File: config.mk
export PLATFORM = sky130hd
export DESIGN_NAME = microwave_controller
export DESIGN_NICKNAME = d
export VERILOG_FILES = /design/src/rtl/microwave_controller_pkg.sv /design/src/rtl/microwave_controller_bcd_timer3.sv /design/src/rtl/microwave_controller.sv
export SDC_FILE = /design/constraint.sdc
export NUM_CORES = 1
export LEC_CHECK = 0
export CAP_MARGIN = 20
export CORE_AREA = 2 2 68 70
export DETAILED_ROUTE_END_ITERATION = 7
export DIE_AREA = 0 0 70 72
export PLACE_DENSITY_LB_ADDON = 0.25
export SETUP_SLACK_MARGIN = 0.4
export SYNTH_ARGS = -nofsm -noshare
export SYNTH_HDL_FRONTEND = slang
export SYNTH_SLANG_ARGS = --single-unit
File: constraint.sdc
create_clock -name clock -period 7.3 [get_ports clock]
set_input_delay 1.46 -clock clock [delete_from_list [all_inputs] [get_ports clock]]
set_output_delay 1.46 -clock clock [all_outputs]
set_load 0.005 [all_outputs]
File: src/rtl/microwave_controller_pkg.sv
// Shared state encoding, BCD limits and keypad decode helpers for the
// microwave controller.
package microwave_controller_pkg;

  typedef enum logic [2:0] {
    IDLE  = 3'd0,
    ENTRY = 3'd1,
    COOK  = 3'd2,
    PAUSE = 3'd3,
    DONE  = 3'd4
  } state_t;

  localparam logic [3:0] BCD_FIVE = 4'd5;
  localparam logic [3:0] BCD_NINE = 4'd9;

  function automatic logic is_one_hot(input logic [9:0] kp);
    int unsigned count;
    count = 0;
    for (int i = 0; i < 10; i++) begin
      if (kp[i]) count++;
    end
    return (count == 1);
  endfunction

  function automatic logic [3:0] one_hot_to_digit(input logic [9:0] kp);
    logic [3:0] d;
    d = 4'd0;
    for (int i = 0; i < 10; i++) begin
      if (kp[i]) d = 4'(i);
    end
    return d;
  endfunction

endpackage

File: src/rtl/microwave_controller_bcd_timer3.sv
// Three-digit M:SS BCD time register: shift-in of a new digit, one-second
// decrement with BCD borrow, and zero / last-second detection.
module bcd_timer3
  import microwave_controller_pkg::*;
(
  input  logic       clock,
  input  logic       clear,
  input  logic       load_zero,
  input  logic       shift_en,
  input  logic [3:0] digit,
  input  logic       dec_en,
  output logic [3:0] min_digit,
  output logic [3:0] tens_digit,
  output logic [3:0] ones_digit,
  output logic       zero,
  output logic       one_left
);

  logic [3:0] min_reg;
  logic [3:0] tens_reg;
  logic [3:0] ones_reg;

  always_ff @(posedge clock) begin
    if (clear || load_zero) begin
      min_reg  <= 4'd0;
      tens_reg <= 4'd0;
      ones_reg <= 4'd0;
    end else if (shift_en) begin
      min_reg  <= tens_reg;
      tens_reg <= ones_reg;
      ones_reg <= digit;
    end else if (dec_en && !zero) begin
      // Guarded by !zero so 0:00 never wraps the minute digit.
      if (ones_reg != 4'd0) begin
        ones_reg <= ones_reg - 4'd1;
      end else if (tens_reg != 4'd0) begin
        ones_reg <= BCD_NINE;
        tens_reg <= tens_reg - 4'd1;
      end else begin
        ones_reg <= BCD_NINE;
        tens_reg <= BCD_FIVE;
        min_reg  <= min_reg - 4'd1;
      end
    end
  end

  assign min_digit  = min_reg;
  assign tens_digit = tens_reg;
  assign ones_digit = ones_reg;
  assign zero       = (min_reg == 4'd0) && (tens_reg == 4'd0) && (ones_reg == 4'd0);
  assign one_left   = (min_reg == 4'd0) && (tens_reg == 4'd0) && (ones_reg == 4'd1);

endmodule

File: src/rtl/microwave_controller.sv
// Microwave oven controller: button/keypad edge detection, cooking FSM and
// registered magnetron/done outputs around a BCD countdown timer.
module microwave_controller
  import microwave_controller_pkg::*;
(
  input  logic       clock,
  input  logic       clear,
  input  logic       tick_1hz,
  input  logic [9:0] keypad,
  input  logic       startn,
  input  logic       stopn,
  input  logic       door_closed,
  output logic [3:0] min_bcd,
  output logic [3:0] secs_tens_bcd,
  output logic [3:0] secs_ones_bcd,
  output logic       mag_on,
  output logic       done,
  output logic [2:0] state
);

  state_t     state_reg;
  logic       mag_on_reg;
  logic       done_reg;
  logic       startn_prev;
  logic       stopn_prev;
  logic [9:0] keypad_prev;

  logic       start_ev;
  logic       stop_ev;
  logic       key_ev;
  logic [3:0] key_digit;
  logic       edit_state;
  logic       do_clear;
  logic       do_shift;
  logic       new_nonzero;
  logic       go_cook;
  logic       pause_now;
  logic       do_dec;
  logic       finish;
  logic       zero;
  logic       one_left;

  always_comb begin
    start_ev    = startn_prev & ~startn;
    stop_ev     = stopn_prev & ~stopn;
    key_ev      = (keypad_prev == 10'd0) && is_one_hot(keypad);
    key_digit   = one_hot_to_digit(keypad);
    edit_state  = (state_reg == IDLE) || (state_reg == ENTRY) || (state_reg == PAUSE);
    do_clear    = edit_state && stop_ev;
    do_shift    = edit_state && !stop_ev && key_ev;
    // A digit entered in the same cycle as start counts toward the nonzero check.
    new_nonzero = do_shift ? ((secs_tens_bcd != 4'd0) || (secs_ones_bcd != 4'd0) ||
                              (key_digit != 4'd0))
                           : !zero;
    go_cook     = edit_state && !stop_ev && start_ev && door_closed && new_nonzero;
    pause_now   = (state_reg == COOK) && (!door_closed || stop_ev);
    do_dec      = (state_reg == COOK) && !pause_now && tick_1hz;
    finish      = do_dec && one_left;
  end

  always_ff @(posedge clock) begin
    if (clear) begin
      state_reg   <= IDLE;
      mag_on_reg  <= 1'b0;
      done_reg    <= 1'b0;
      startn_prev <= 1'b1;
      stopn_prev  <= 1'b1;
      keypad_prev <= 10'd0;
    end else begin
      startn_prev <= startn;
      stopn_prev  <= stopn;
      keypad_prev <= keypad;
      mag_on_reg  <= 1'b0;
      done_reg    <= 1'b0;
      case (state_reg)
        IDLE, ENTRY, PAUSE: begin
          if (stop_ev) begin
            state_reg <= IDLE;
          end else if (go_cook) begin
            state_reg  <= COOK;
            mag_on_reg <= 1'b1;
          end else if (key_ev) begin
            state_reg <= ENTRY;
          end
        end
        COOK: begin
          if (pause_now) begin
            state_reg <= PAUSE;
          end else if (finish) begin
            state_reg <= DONE;
            done_reg  <= 1'b1;
          end else begin
            mag_on_reg <= 1'b1;
          end
        end
        DONE:    state_reg <= IDLE;
        default: state_reg <= IDLE;
      endcase
    end
  end

  bcd_timer3 u_timer (
    .clock      (clock),
    .clear      (clear),
    .load_zero  (do_clear),
    .shift_en   (do_shift),
    .digit      (key_digit),
    .dec_en     (do_dec),
    .min_digit  (min_bcd),
    .tens_digit (secs_tens_bcd),
    .ones_digit (secs_ones_bcd),
    .zero       (zero),
    .one_left   (one_left)
  );

  assign mag_on = mag_on_reg;
  assign done   = done_reg;
  assign state  = state_reg;

endmodule

==> metrics <==
fin nets 361; Synth async-reset ratio 0%; Worst Path Arrival 6.90 ns; CP required 7.51 ns; core area 4260 µm²; worst min path class flop to flop; clock latency on the worst-skew pair 0.28 ns; wire per inst 16.1 µm; clock period minus worst slack 6.68 ns; Final HPWL DP 4.06 mm; clock buffer count from CTS 5; Max Slew Vio Count 0; TritonCTS clock tree yes; I/O Pins 33; RSZ-0062 raised after global routing no; dominant cell type by area after synthesis dfxtp_1; startpoint class of the critical path primary input; worst path bufs/invs 4; ratio of cells with drive above 1 in the final layout 20.9%; syn_area_per_cell 7.95 µm²; PnR worst setup slack 0.615 ns; CP max-delay cell or3b_2; max_cap viols 0; CP Max Fanout 5; CP peak stage delay 0.47 ns; first-pass GRT wire length 10.1 mm; Ant. Diodes 0; Final Cell Area 3050 µm²; clock skew 0.00421 ns; Setup TNS Final 0 ns; initial antenna violation count 0; Initial Utilization 53.5%; chip width 70 µm; area grow syn2layout 33.6%; Pleak 1.21 nW; max reg flops 10; syn_nets 314; hold-fix buffer count after cts 0; total congestion overflow 0; CTS Buffer Depth 2; port buffer count 32; synthesized area 2280 µm²; post-synth top area share 25.5%; # rows 24; final wirelength 6.25 mm; synth cell count leaders nor2_1 (35), nand2_1 (31), dfxtp_1 (29); DR vias 2303; H-tree depth 2; Pre-antenna DRT Iters 4; fin util 71.5%; delay-heaviest family, CP adder cells; peak supply drop 121 µV; Worst-path clk slew 0.07 ns; post-synthesis sequential area ratio 25.5%; Power, Total 0.669 mW; Biggest register keypad_prev; Crit. End Element flop; fin cells 387; total track usage 24.7%; most frequent cell after synthesis nor2_1; WHS 0.550 ns; # setup viols final 0; DRT iter0 DRCs 166; CP Class primary input to flop; fmax 150 MHz; Yosys warnings 0; die area 5040 µm²; CTS root buf clkbuf_8; DP Area 2650 µm²; fin crit share 91.6%; Power Density 220 nW/µm²; number of global-route vias before repair 2183; Final ANT Viol Nets 0; DR vias/cell 5.95; Placer Congestion 0.886; Post-Synthesis Cells 287; status finished, final reports clean; pin count of the biggest net entering global routing 20; Area contributors post-synth dfxtp_1 (25%), ha_1 (6.0%), nor2_1 (5.8%); Worst-Margin Slew 0.619 ns; final hold violations 0; # DRC 0; Num Clock Sinks 29; synth unique cells 65; height of the die 72 µm; Post-Place Cells 364; Post-synth EDFFs 0; max_slew headroom 58.6%; Most used DFF post-synth dfxtp_1; pre-CTS setup slack -0.178 ns; FF+latch count, synth 29
power by group:
group | internal [mW] | total, mW | switching, mW
sequential | 0.164 | 0.167 | 0.00307
combinational | 0.164 | 0.325 | 0.161
clock | 0.111 | 0.177 | 0.0662
repair_timing:
item,in CTS,in global routing
pin swaps,9,9
gates cloned,2,0
gates resized for setup,17,10
buffers inserted,10,3
endpoints found under the setup margin,15,15
per-layer routing:
metal / wire length, µm / GRT usage, % / share of wire [%]
met5: 0 / 0 / 0
met4: 63 / 8.76 / 1.0
met3: 359 / 5.83 / 5.7
met2: 2940 / 36.6 / 47
met1: 2890 / 35.2 / 46
path summary, 6_finish.rpt:
check	start	end	slack [ns]	cells past startpoint
worst max-delay path	keypad[0]	u_timer.tens_digit[3]$_SDFFE_PP0P_	0.62	30
worst min-delay path	u_timer.ones_digit[3]$_SDFFE_PP0P_	u_timer.tens_digit[3]$_SDFFE_PP0P_	0.55	2
worst max register to register	state[2]$_SDFFE_PP0P_	u_timer.tens_digit[1]$_SDFFE_PP0P_	4.41	9
worst min register to register	u_timer.ones_digit[3]$_SDFFE_PP0P_	u_timer.tens_digit[3]$_SDFFE_PP0P_	0.55	2
kinds of logic after synthesis:
| logic type | Yosys count | synth area share (%) |
|---|---|---|
| simple gates | 134 | 30.4 |
| compound gates | 57 | 18.2 |
| flops | 29 | 25.5 |
| buf+inv | 26 | 5.54 |
| xor+xnor | 21 | 10.3 |
| fa+ha+maj | 11 | 6.03 |
| mux | 9 | 4.06 |
cells in the final DEF (no fill, tap or decap), types with 2 or more instances in the layout:
master	count
a211oi_1	6
a21o_1	2
a21oi_1	13
a21oi_2	2
a31oi_1	3
and2_1	4
buf_4	19
clkbuf_8	6
clkdlybuf4s50_1	29
dfxtp_1	29
ha_1	7
ha_4	4
inv_1	10
inv_2	2
mux2_2	2
mux2i_1	6
nand2_1	29
nand2_2	2
nand2b_1	6
nand3_1	5
nand3b_1	3
nor2_1	33
nor2b_1	6
nor3_1	13
nor3b_1	3
nor4_1	4
o2111ai_1	2
o211ai_1	2
o21ai_0	3
o221a_2	2
or2_2	6
or3b_2	2
or4_1	4
or4b_2	2
xnor2_1	13
xnor3_1	2
xor2_1	3
area by class of cell:
class,count,area [µm²]
clock buffer,6,82.6
clock inverter,2,37.5
fill,351,1220
inverter,12,45.0
multi-input combinational,232,1710
sequential,29,581
tap,52,65.1
timing repair buffer,54,528
tightest hold or removal path, delay by kind of cell, from the launching register on:
| kind | cells | cell delay, ns |
|---|---|---|
| DFF | 1 | 0.36 |
| and+or+nand+nor | 1 | 0.09 |
| AOI/OAI and AO/OA | 1 | 0.05 |
(Power assumes the default switching activity.)
==> edit (same settings) <==
Register the output `secs_ones_bcd`, without a reset; this adds one clock of latency there. The other outputs are not delayed to match.
--- a/src/rtl/microwave_controller.sv
+++ b/src/rtl/microwave_controller.sv
@@ -17,6 +17,8 @@
   output logic       done,
   output logic [2:0] state
 );
+
+  logic [3:0] secs_ones_bcd_d;
 
   state_t     state_reg;
   logic       mag_on_reg;
@@ -49,7 +51,7 @@
     do_clear    = edit_state && stop_ev;
     do_shift    = edit_state && !stop_ev && key_ev;
     // A digit entered in the same cycle as start counts toward the nonzero check.
-    new_nonzero = do_shift ? ((secs_tens_bcd != 4'd0) || (secs_ones_bcd != 4'd0) ||
+    new_nonzero = do_shift ? ((secs_tens_bcd != 4'd0) || (secs_ones_bcd_d != 4'd0) ||
                               (key_digit != 4'd0))
                            : !zero;
     go_cook     = edit_state && !stop_ev && start_ev && door_closed && new_nonzero;
@@ -108,7 +110,7 @@
     .dec_en     (do_dec),
     .min_digit  (min_bcd),
     .tens_digit (secs_tens_bcd),
-    .ones_digit (secs_ones_bcd),
+    .ones_digit (secs_ones_bcd_d),
     .zero       (zero),
     .one_left   (one_left)
   );
@@ -117,5 +119,9 @@
   assign done   = done_reg;
   assign state  = state_reg;
 
+  always_ff @(posedge clock) begin
+    secs_ones_bcd <= secs_ones_bcd_d;
+  end
+
 endmodule
 
Check against the original RTL: not equivalent (Yosys sat finds a counterexample within 4 cycles, from zero or initial values).
==> edit against the original RTL <==
- total power increased by 0.41%
- sequential power increased by 13%
- fmax decreased by 6.0%
- area after synthesis increased by 1.6%
- sequential cell count increased by 4
- clock skew about the same
- count of clock-buffer cells in the layout decreased by 1
- final area increased by 12%
- register-to-register slack improved by 300 ps
- setup slack got worse by 430 ps
- wire length increased by 10%
- utilization increased by 8.9 points
- clock power decreased by 29%
- critical path type unchanged
- critical endpoint is now u_timer.ones_digit[2]
- largest power group unchanged
==> edit: results (changes against the original RTL) <==
synthTopCellsByCount: "33 x dfxtp_1, 30 x nor2_1, 22 x nand2_1"
ir_drop_uv: 135  # +12%
root_buffer: "clkbuf_8"
grt_pass1_wl_mm: 10.3  # +1.7%
diodes: 0  # unchanged
first_pass_iters: 4  # unchanged
holdWs_ps: 385  # -166 ps
min-delay-start: "u_timer.ones_digit[2]"
place_area_mm2: 0.00283  # +6.8%
r2r_end: "u_timer.ones_digit[2]"
hold_depth: 0  # -2
synth-seq-area-share_pct: 28.5  # +3.0 points
hp-class: "reg2reg"
status: "finished, final reports clean"
antenna_found_initial: 0  # unchanged
slowest_stage: "a221oi_1"
yosys.area_share.adder_pct: 5.94  # -0.098 points
place_congestion: 0.868  # -2.1%
synth_area_leaders: "dfxtp_1 28%, ha_1 5.9%, nor2_1 4.9%"
drt_iter0_drc: 249  # +50%
port_buffers: 32  # unchanged
path_max_fanout: 8  # +3
cts_buffer_depth: 2  # unchanged
worstSkewPairLatency_ps: 280  # about the same
r2r-start: "keypad_prev[1]"
min_to: "secs_ones_bcd[2]"
drive_above_1_share_pct: 31.7  # +11 points
async_flop_share_pct: 0  # unchanged
reg2regPathDepth: 10  # +1
largest_reg_flops: 10  # unchanged
synth-xor-area-share_pct: 12.7  # +2.5 points
synth_cell_types: 57  # -12%
grtUsageTotal_pct: 25.3  # +0.65 points
synth_top_flop_cell: "dfxtp_1"
synth_compound_area_share_pct: 17.9  # -0.29 points
wl_mm: 6.89  # +10%
post_cts_resize_count: 40  # +23
grt_start_max_net_pins: 21  # +5.0%
fin_skew_ps: 4.52  # +0.309 ps
p_leak_nw: 1.32  # +9.1%
rrSetupSlack_ps: 4710  # +300 ps
fin_nets: 381  # +5.5%
grt-ovfl-total: 0  # unchanged
dp_hpwl_mm: 3.78  # -6.8%
finalSetupViolCount: 0  # unchanged
cpPeakStageDelay_ps: 480
cts_setup_buffers: 26  # +16
synthesis.nets: 302  # -3.8%
vias: 2374  # +3.1%
tritoncts.num_buffers: 5  # unchanged
worst_pin_slew_ps: 705  # +85.9 ps
synth.area.mux_share_pct: 4.37  # +0.31 points
worstPathArrival_ps: 7270  # +370 ps
top_register: "keypad_prev"
grt_pass1_vias: 2204  # +0.96%
ys_warn_count: 0  # unchanged
edit: layout make-up:
class	instances	area (µm²)
Multi-Input combinational cell	214	1750
Fill cell	256	838
Timing Repair Buffer	84	812
Sequential cell	33	661
Clock buffer	5	68.8
Inverter	16	65.1
Tap cell	52	65.1
Clock inverter	1	5.00
edit: report_power, final:
part           switching [mW]  internal [mW]  total [mW]
sequential            0.00266          0.185       0.188
combinational           0.173          0.186       0.359
clock                  0.0626         0.0626       0.125
total                   0.238          0.434       0.672
edit: critical path: cells and delay by family:
kind	cells	cell delay (ps)
AOI/OAI and AO/OA	7	1480
muxes	1	210
adders and majority gates	7	1890
and+or+nand+nor	8	810
xor gates and xnor gates	4	620
buffers and inverters	6	780
edit: metal layers:
layer	routed length [µm]	GRT usage (%)
met2	3330	41.0
met4	142	8.97
met5	0	0
met1	3070	33.9
met3	348	5.28
edit: worst max-delay path by stage:
stage,cells past startpoint,startpoint,slack (ps),end
floorplan,32,keypad[0],440,u_timer.tens_digit[0]
global placement,34,keypad[0],-220,u_timer.ones_digit[2]
detailed placement,34,keypad[1],-340,u_timer.ones_digit[2]
CTS,35,keypad[0],250,u_timer.ones_digit[3]
global route,33,keypad[1],-80,u_timer.ones_digit[2]
finish,33,keypad[0],190,u_timer.ones_digit[2]
edit: stage by stage:
stage / total power, mW / cells / setup slack (ps) / setup TNS [ps] / utilization (%)
after floorplan: 0.358 / 275 / 439 / 0 / -
after global placement: 0.413 / 368 / -224 / -2880 / 66.4
after detailed placement: 0.417 / 368 / -342 / -4620 / 66.4
after CTS: 0.601 / 401 / 253 / 0 / 75.6
after global routing: 0.707 / 405 / -80.8 / -462 / 80.3
final: 0.672 / 405 / 190 / 0 / 80.3
